--- src/rtl/fetch_unit_if.sv ---
// -----------------------------------------------------------------------------
// fetch_unit_if
// Instruction-memory request/acknowledge port between the fetch stage and the
// instruction memory.
//
// Signals:
//   IMemReq    fetch request, driven by the fetch unit (registered there)
//   IMemAddr   fetch address, driven by the fetch unit (equals its PC)
//   IMemAck    memory has IMemRData valid this cycle
//   IMemRData  fetched instruction word
//
// Modports:
//   master  fetch unit side (drives request and address)
//   slave   memory side (drives acknowledge and read data)
// -----------------------------------------------------------------------------
interface fetch_unit_if;
    logic        IMemReq;
    logic [31:0] IMemAddr;
    logic        IMemAck;
    logic [31:0] IMemRData;

    modport master (
        output IMemReq,
        output IMemAddr,
        input  IMemAck,
        input  IMemRData
    );

    modport slave (
        input  IMemReq,
        input  IMemAddr,
        output IMemAck,
        output IMemRData
    );
endinterface

--- src/rtl/fetch_unit.sv ---
// -----------------------------------------------------------------------------
// fetch_unit
// Instruction-fetch and PC-sequencing stage of the multi-cycle RV32I core.
// Holds the PC, fetches one instruction word at a time over a req/ack memory
// port, keeps it in the instruction register until the core retires it, and
// then forms the next PC (sequential, PC-relative branch/JAL, or JALR target).
// A misaligned next PC parks the unit in a terminal fault state.
//
// Ports:
//   clk          rising-edge clock
//   reset        asynchronous, active-high reset
//   imem         instruction-memory port (master side of fetch_unit_if)
//   PCSrc        next-PC select: 00 PC+4, 01 PC+ExtImm,
//                10 {ALUResult[31:1],0}, 11 reserved (same as 00)
//   ExtImm       sign-extended immediate from the extender
//   ALUResult    JALR target (rs1+imm)
//   Retire       current instruction complete; advance PC
//   Instr        instruction register (Instr[31:7] feeds the extender)
//   InstrValid   Instr holds a fetched, not-yet-retired instruction
//   PC           address of Instr
//   PCPlus4      PC+4 (combinational), used for link writeback
//   MisalignErr  sticky instruction-address-misaligned fault
// -----------------------------------------------------------------------------
module fetch_unit #(
    parameter logic [31:0] RESET_PC = 32'h0000_0000
) (
    input  logic               clk,
    input  logic               reset,
    fetch_unit_if.master       imem,
    input  logic [1:0]         PCSrc,
    input  logic [31:0]        ExtImm,
    input  logic [31:0]        ALUResult,
    input  logic               Retire,
    output logic [31:0]        Instr,
    output logic               InstrValid,
    output logic [31:0]        PC,
    output logic [31:0]        PCPlus4,
    output logic               MisalignErr
);

    localparam logic [31:0] NOP = 32'h0000_0013;

    typedef enum logic [1:0] {
        IDLE  = 2'd0,
        FETCH = 2'd1,
        EXEC  = 2'd2,
        FAULT = 2'd3
    } state_t;

    state_t      state;
    logic [31:0] pc;
    logic [31:0] instr;
    logic        instr_valid;
    logic        imem_req;
    logic        misalign_err;
    logic [31:0] pc_plus4;
    logic [31:0] next_pc;
    logic        next_pc_misaligned;

    // JALR clears bit 0 of the target, so ALUResult[0] never matters.
    logic unused_alu_lsb;
    assign unused_alu_lsb = ALUResult[0];

    // 32-bit modular add; 0xFFFFFFFC wraps to 0x00000000.
    assign pc_plus4 = pc + 32'd4;

    always_comb begin
        next_pc = pc_plus4;
        case (PCSrc)
            2'b01:   next_pc = pc + ExtImm;
            2'b10:   next_pc = {ALUResult[31:1], 1'b0};
            default: next_pc = pc_plus4;   // 00 and reserved 11
        endcase
    end

    // Bit 0 can only be set by a branch offset; bit 1 by either source.
    assign next_pc_misaligned = (next_pc[1:0] != 2'b00);

    always_ff @(posedge clk or posedge reset) begin
        if (reset) begin
            state        <= IDLE;
            pc           <= RESET_PC;
            instr        <= NOP;
            instr_valid  <= 1'b0;
            imem_req     <= 1'b0;
            misalign_err <= 1'b0;
        end else begin
            case (state)
                IDLE: begin
                    // An ack seen here belongs to nothing we asked for.
                    imem_req <= 1'b1;
                    state    <= FETCH;
                end

                FETCH: begin
                    // Address is the PC, which cannot move while fetching,
                    // so it stays stable for however long memory stalls.
                    if (imem.IMemAck) begin
                        instr       <= imem.IMemRData;
                        instr_valid <= 1'b1;
                        imem_req    <= 1'b0;
                        state       <= EXEC;
                    end
                end

                EXEC: begin
                    if (Retire) begin
                        instr_valid <= 1'b0;
                        if (next_pc_misaligned) begin
                            // PC keeps the faulting instruction's address.
                            misalign_err <= 1'b1;
                            imem_req     <= 1'b0;
                            state        <= FAULT;
                        end else begin
                            // Go straight to the next fetch, no idle bubble.
                            pc       <= next_pc;
                            imem_req <= 1'b1;
                            state    <= FETCH;
                        end
                    end
                end

                FAULT: begin
                    // Terminal: everything frozen until reset.
                end

                default: begin
                    state <= FAULT;
                end
            endcase
        end
    end

    assign imem.IMemReq  = imem_req;
    assign imem.IMemAddr = pc;
    assign Instr         = instr;
    assign InstrValid    = instr_valid;
    assign PC            = pc;
    assign PCPlus4       = pc_plus4;
    assign MisalignErr   = misalign_err;

endmodule

--- src/flat_wrapper.sv ---
// flat-port wrapper written by rule: the top's interface ports become plain ports
module fetch_unit_flat 
#(
    parameter logic [31:0] RESET_PC = 32'h0000_0000
)
  (clk, reset, PCSrc, ExtImm, ALUResult, Retire, Instr, InstrValid, PC, PCPlus4, MisalignErr, imem_IMemReq, imem_IMemAddr, imem_IMemAck, imem_IMemRData);
  fetch_unit_if imem_i ();
  input  logic clk;
  input  logic reset;
  input  logic [1:0] PCSrc;
  input  logic [31:0] ExtImm;
  input  logic [31:0] ALUResult;
  input  logic Retire;
  output logic [31:0] Instr;
  output logic InstrValid;
  output logic [31:0] PC;
  output logic [31:0] PCPlus4;
  output logic MisalignErr;
  output wire logic [$bits(imem_i.IMemReq)-1:0] imem_IMemReq;
  output wire logic [$bits(imem_i.IMemAddr)-1:0] imem_IMemAddr;
  input wire logic [$bits(imem_i.IMemAck)-1:0] imem_IMemAck;
  input wire logic [$bits(imem_i.IMemRData)-1:0] imem_IMemRData;
  assign imem_IMemReq = imem_i.IMemReq;
  assign imem_IMemAddr = imem_i.IMemAddr;
  assign imem_i.IMemAck = imem_IMemAck;
  assign imem_i.IMemRData = imem_IMemRData;
  fetch_unit #(.RESET_PC(RESET_PC)) u_core (.clk(clk), .reset(reset), .imem(imem_i), .PCSrc(PCSrc), .ExtImm(ExtImm), .ALUResult(ALUResult), .Retire(Retire), .Instr(Instr), .InstrValid(InstrValid), .PC(PC), .PCPlus4(PCPlus4), .MisalignErr(MisalignErr));
endmodule
--- config.mk ---
export PLATFORM = sky130hd
export DESIGN_NAME = fetch_unit_flat
export DESIGN_NICKNAME = d
export VERILOG_FILES = /design/src/rtl/fetch_unit_if.sv /design/src/rtl/fetch_unit.sv /design/src/flat_wrapper.sv
export SDC_FILE = /design/constraint.sdc
export NUM_CORES = 1
export LEC_CHECK = 0
export ABC_AREA = 1
export CORE_AREA = 4 4 131 133
export CTS_BUF_LIST = sky130_fd_sc_hd__clkbuf_8
export DETAILED_ROUTE_END_ITERATION = 7
export DIE_AREA = 0 0 135 137
export PLACE_DENSITY = 0.78
export SKIP_CTS_REPAIR_TIMING = 1
export SYNTH_ARGS = -nofsm -noshare
export SYNTH_HDL_FRONTEND = slang
export SYNTH_SLANG_ARGS = --single-unit
--- constraint.sdc ---
create_clock -name clk -period 2.11 [get_ports clk]
set_clock_uncertainty 0.15 [all_clocks]
set_input_delay 0.422 -clock clk [delete_from_list [all_inputs] [get_ports clk]]
set_output_delay 0.422 -clock clk [all_outputs]
set_load 0.005 [all_outputs]
### Word level (Yosys, flattened, before mapping)

Index checks and enable logic that the tools add are counted.

* add/subtract/negate cells: 2
* multipliers: 0
* div/mod/pow operators: 0
* magnitude comparators: 0
* eq/ne operators: 6
* shifts and indexed selects: 0
* mux-type cells: 12
* bitwise gates (word level): 1
* reductions and logical operators: 9

Operators by type and width (number)
* one-hot mux 32 bit (2 select lines): 1
* adder 32 x 3 -> 32 bit, second input constant: 1
* adder 32 bit: 1
* AND reduction 3 bit: 4
* 2-to-1 mux 2 bit: 3
* one-hot mux 2 bit (3 select lines): 1
* 2-to-1 mux 1 bit: 5
* == test 2 x 1 -> 1 bit, second input constant: 2
* == test 2 bit, second input constant: 2
* inequality test 2 bit, second input constant: 2
* nonzero test 2 bit: 2
* one-hot mux 1 bit (3 select lines): 1
* nonzero test 3 bit: 1
* logical NOT 2 bit: 1
* one-hot mux 1 bit (2 select lines): 1
* AND reduction 2 bit: 1
* NOT 1 bit: 1

* register bits after elaboration: 69
* latch bits: 0
* bits in writable memories: 0
* memory bits (read-only): 0
* bits of input ports: 102
* output and inout port bits: 131
* word-level logic and storage cells: 36
* memories kept: 0

### Logic depth before layout (Yosys ltp)

* depth in word-level cells: 6
* gate-level depth with buffers: 16
* mapped depth without buffers: 16

### Least setup slack after synthesis

OpenSTA, ideal clock, no wires.

* kind: flip-flop to flip-flop
* from: register u_core.pc[0], in the netlist u_core.PC[0]
* to: register u_core.pc[6], in the netlist u_core.PC[6]
* setup time: 0.124 ns
* arrival time: 2.061 ns
* data required time: 1.836 ns
* path slack: -0.225 ns
* cell stages (with the launch flop): 13
* path buffers: 1
* clock period less this slack: 2.335 ns
* cells stage by stage: dfrtp_1 > ha_1 > inv_1 > fa_1 > inv_1 > o21ai_0 > a32o_1 > nand2_1 > nor2_8 > inv_2 > buf_2 > nand2_1 > nand2_1

* cells in the longest elaborated chain, start to end: 5
* elaborated cells between the ends (all ways): 6
* classes of those cells: 2 x add/sub; 1 x mux; 1 x bitwise; 2 x reduce/logical

Ends and longest elaborated chain
* start, declared: line fetch_unit.sv:51 `logic [31:0] pc;`
* start signal, assigned: line fetch_unit.sv:116 `pc <= next_pc;`
* adder 32 x 3 -> 32 bit or adder 32 bit (tied branches): line fetch_unit.sv:65, fetch_unit.sv:70
* one-hot mux 32 bit (2 select lines) *: line fetch_unit.sv:69 `case (PCSrc)`
* nonzero test 2 bit: line fetch_unit.sv:77 `assign next_pc_misaligned = (next_pc[1:0] != 2'b00);`
* NOT 1 bit (no source line)
* AND reduction 3 bit (no source line)

Mark *: on every way between the ends. The rest lies on a longest branch, timed or not.
A chain may end at the register's enable or synchronous reset.

### Final worst setup path

* from: register u_core.pc[15], in the netlist u_core.PC[15]
* to: output port PCPlus4[24]

* cells in the longest elaborated chain, start to end: 1

Ends and longest elaborated chain
* adder 32 x 3 -> 32 bit: line fetch_unit.sv:65 `assign pc_plus4 = pc + 32'd4;`
* end, declared: line flat_wrapper.sv:17 `output logic [31:0] PCPlus4;`

Every way passes these cells.

==> summary.txt <==
Run status
  • Outcome: finished with violations
  • Failing checks: design-rule violations, negative setup slack

Logic synthesis
  • Synth warn: 0
  • EDFF count, synth: 0
  • Ys flop type: dfrtp_1
  • Post-synth top area share: 24.4%
  • Syn_area_per_cell: 6.26 sq um
  • Synth top cells by count: nand2_1 (398), inv_1 (181), nor2_1 (69), dfrtp_1 (66), nand3_1 (65)
  • Yosys cell types: 42
  • Synth area leaders: dfrtp_1 (24%), nand2_1 (22%), inv_1 (10%)
  • Synth area leader: dfrtp_1
  • Async SR Flop Fraction: 100%
  • Register area share after synthesis: 25.6%
  • Synth Net Count: 1221
  • Cell area after synthesis: 0.00677 sq mm
  • Number of synthesized register bits: 69
  • Count leader, synth: nand2_1
  • Syn Inst Count: 1081

Die
  • Die area: 0.0185 sq mm
  • Initial Util: 42.8%
  • CORE AREA: 0.0158 sq mm
  • Die X-Extent: 135 um
  • Die height: 137 um
  • Row count: 46
  • IO Pins: 233

Timing
  • Setup TNS: -17.15 ns
  • Final setup viols: 58
  • Max_slew headroom: 64.6%
  • RSZ-0062 raised after global routing: yes
  • Fmax: 376 MHz
  • Fin worst setup slack: -0.547 ns
  • Fin. Hold Viols: 0
  • Tmin final: 2.66 ns
  • Worst hold slack: 0.291 ns
  • Worst slew pin tran: 0.529 ns
  • Final period util: 126%
  • Final Max Tran Viols: 0

Final layout
  • Layout fillers: 1070
  • Final Util: 75.8%
  • Layout cells sized above 1: 32.7%
  • Post-route cell area: 0.0120 sq mm
  • Area delta synth->final: 77.2%
  • Nets: 1628
  • Inserted Diodes: 0
  • Non-Filler Instances: 1709

Clock tree
  • Worst-path clk slew: 0.09 ns
  • H-Tree Level Count: 3
  • Root Buffer: clkbuf_8
  • Num CTS Buffers: 9
  • CTS tree: built
  • Clock Path Buffers: 2
  • Clk sinks: 69
  • Latest clock arrival within the worst-skew pair: 0.35 ns

Route
  • Met1 WL: 11.2 mm
  • Metal3 WL: 2.91 mm
  • Max Used Layer: met4
  • Metal2 WL: 15.2 mm
  • Final ANT Viol Nets: 0
  • DRT Pass-1 Iters: 8
  • DRC: 16
  • Initial DRC count: 870
  • Via count: 8923
  • WL final: 30.8 mm
  • Vias per std cell: 5.22
  • Routed length per instance: 18.0 um

Power and ir drop
  • Overall power: 14.8 mW
  • Lkg Pwr: 6.47 nW
  • Max VDD drop: 580 uV
  • Pwr dens: 1230 mW/mm^2

Worst setup path
  • Arrival time worst endpoint: 2.08 ns
  • CP most frequent cell: nand2_2
  • Crit-path max FO: 5
  • Crit path kind: flop to primary output
  • Crit-path cells: nand2_1, nor2_1, nand2_1, nor2_4, buf_6, nand2_4, nor2_4, nand2_2, nand2_2, nand2_2, buf_6
  • Crit path launch type: flop
  • Critical path capture point type: primary output
  • Crit-path max cell delay: 0.45 ns
  • CP required: 1.54 ns
  • CP max-delay cell: dfrtp_1

Place
  • IO buf count: 231
  • DP Worst Slack: -0.710 ns
  • Inst Count DP: 1649
  • DP Area: 0.0104 sq mm
  • DP HPWL: 21.3 mm
  • RePlAce Congestion: 0.987

Global routing
  • Initial antenna violation count: 0
  • Largest net degree at the start of global routing: 34
  • Total track usage: 27.3%
  • First-pass GRT wire length: 40.2 mm
  • Grt total ovfl: 0
  • Vias in the first global route: 8128

Min path
  • Hold Crit Class: input port to asynchronous set/reset pin

Job
  • Max_cap viols: 0
registers in the layout (all words and copies together) (netlist names):
| name | flops |
|---|---|
| u_core.MisalignErr | 1 |
| u_core.PC | 32 |
| u_core.Instr | 32 |
| u_core.imem.IMemReq | 1 |
| u_core.state | 2 |
| u_core.InstrValid | 1 |
per-layer routing:
| layer | up-vias | track usage (%) |
|---|---|---|
| li1 | 4137 | - |
| met1 | 4058 | 35.0 |
| met2 | 596 | 47.2 |
| met3 | 132 | 3.97 |
| met4 | 0 | 9.41 |
| met5 | - | 0 |
critical path: cells and delay by family, from the launching register on:
| family | cells | cell delay (ns) |
|---|---|---|
| simple gates | 9 | 1.03 |
| flops | 1 | 0.45 |
| buf+inv | 2 | 0.26 |
cell usage in the layout (no fill, tap or decap), types with 8 or more instances in the layout:
| master | count |
|---|---|
| o21ai_0 | 11 |
| nand3_1 | 49 |
| inv_1 | 171 |
| ha_4 | 16 |
| clkbuf_2 | 12 |
| nand2_4 | 14 |
| o211ai_1 | 8 |
| buf_12 | 9 |
| nor2_4 | 10 |
| buf_6 | 27 |
| nand2_2 | 42 |
| nand3_2 | 15 |
| inv_2 | 11 |
| o21ai_2 | 17 |
| mux2_2 | 32 |
| dfrtp_1 | 61 |
| a21oi_1 | 46 |
| xor2_2 | 8 |
| ha_1 | 16 |
| buf_2 | 8 |
| buf_4 | 182 |
| dlymetal6s2s_1 | 26 |
| clkbuf_8 | 9 |
| nor2_2 | 21 |
| nor2_1 | 44 |
| o21ai_1 | 11 |
| clkdlybuf4s50_1 | 180 |
| nand2_1 | 349 |
worst paths after layout:
path	from	to	slack, ns	cells past startpoint
max in group asynchronous	reset	u_core.Instr[4]$_DFFE_PP1P_	0.92	3
worst max register to register	u_core.PC[5]$_DFFE_PP0P_	u_core.PC[12]$_DFFE_PP0P_	-0.34	15
worst min-delay path	reset	u_core.PC[7]$_DFFE_PP0P_	0.29	2
worst min register to register	u_core.imem.IMemReq$_DFFE_PP0P_	u_core.imem.IMemReq$_DFFE_PP0P_	0.36	1
worst max-delay path	u_core.PC[15]$_DFFE_PP0P_	PCPlus4[24]	-0.55	11
min in group clk	u_core.imem.IMemReq$_DFFE_PP0P_	u_core.imem.IMemReq$_DFFE_PP0P_	0.36	1
where the power goes:
group	internal (mW)	switching [mW]	total, mW
sequential	1.97	0.511	2.49
clock	0.551	0.571	1.12
combinational	5.72	5.46	11.2
total	8.25	6.55	14.8
area by class of cell:
| class | instances | area [sq um] | area share, % |
|---|---|---|---|
| multi-input cells | 772 | 4850 | 40.5 |
| inverters | 185 | 727 | 6.06 |
| repair buffers | 449 | 4180 | 34.9 |
| repair inverters | 2 | 27.5 | 0.230 |
| clock buffers | 9 | 124 | 1.03 |
| clock inverters | 7 | 73.8 | 0.615 |
| well taps | 216 | 270 | 2.25 |
| flip-flops and latches | 69 | 1740 | 14.5 |
logic make-up after synthesis:
family,share of synthesized area [%]
xor gates and xnor gates,2.33
AOI/OAI and AO/OA,8.93
buffers and inverters,15.4
DFF,25.6
muxes,5.32
adders and majority gates,7.13
and+or+nand+nor,35.3
No activity file was read; power rests on OpenSTA's default activity.
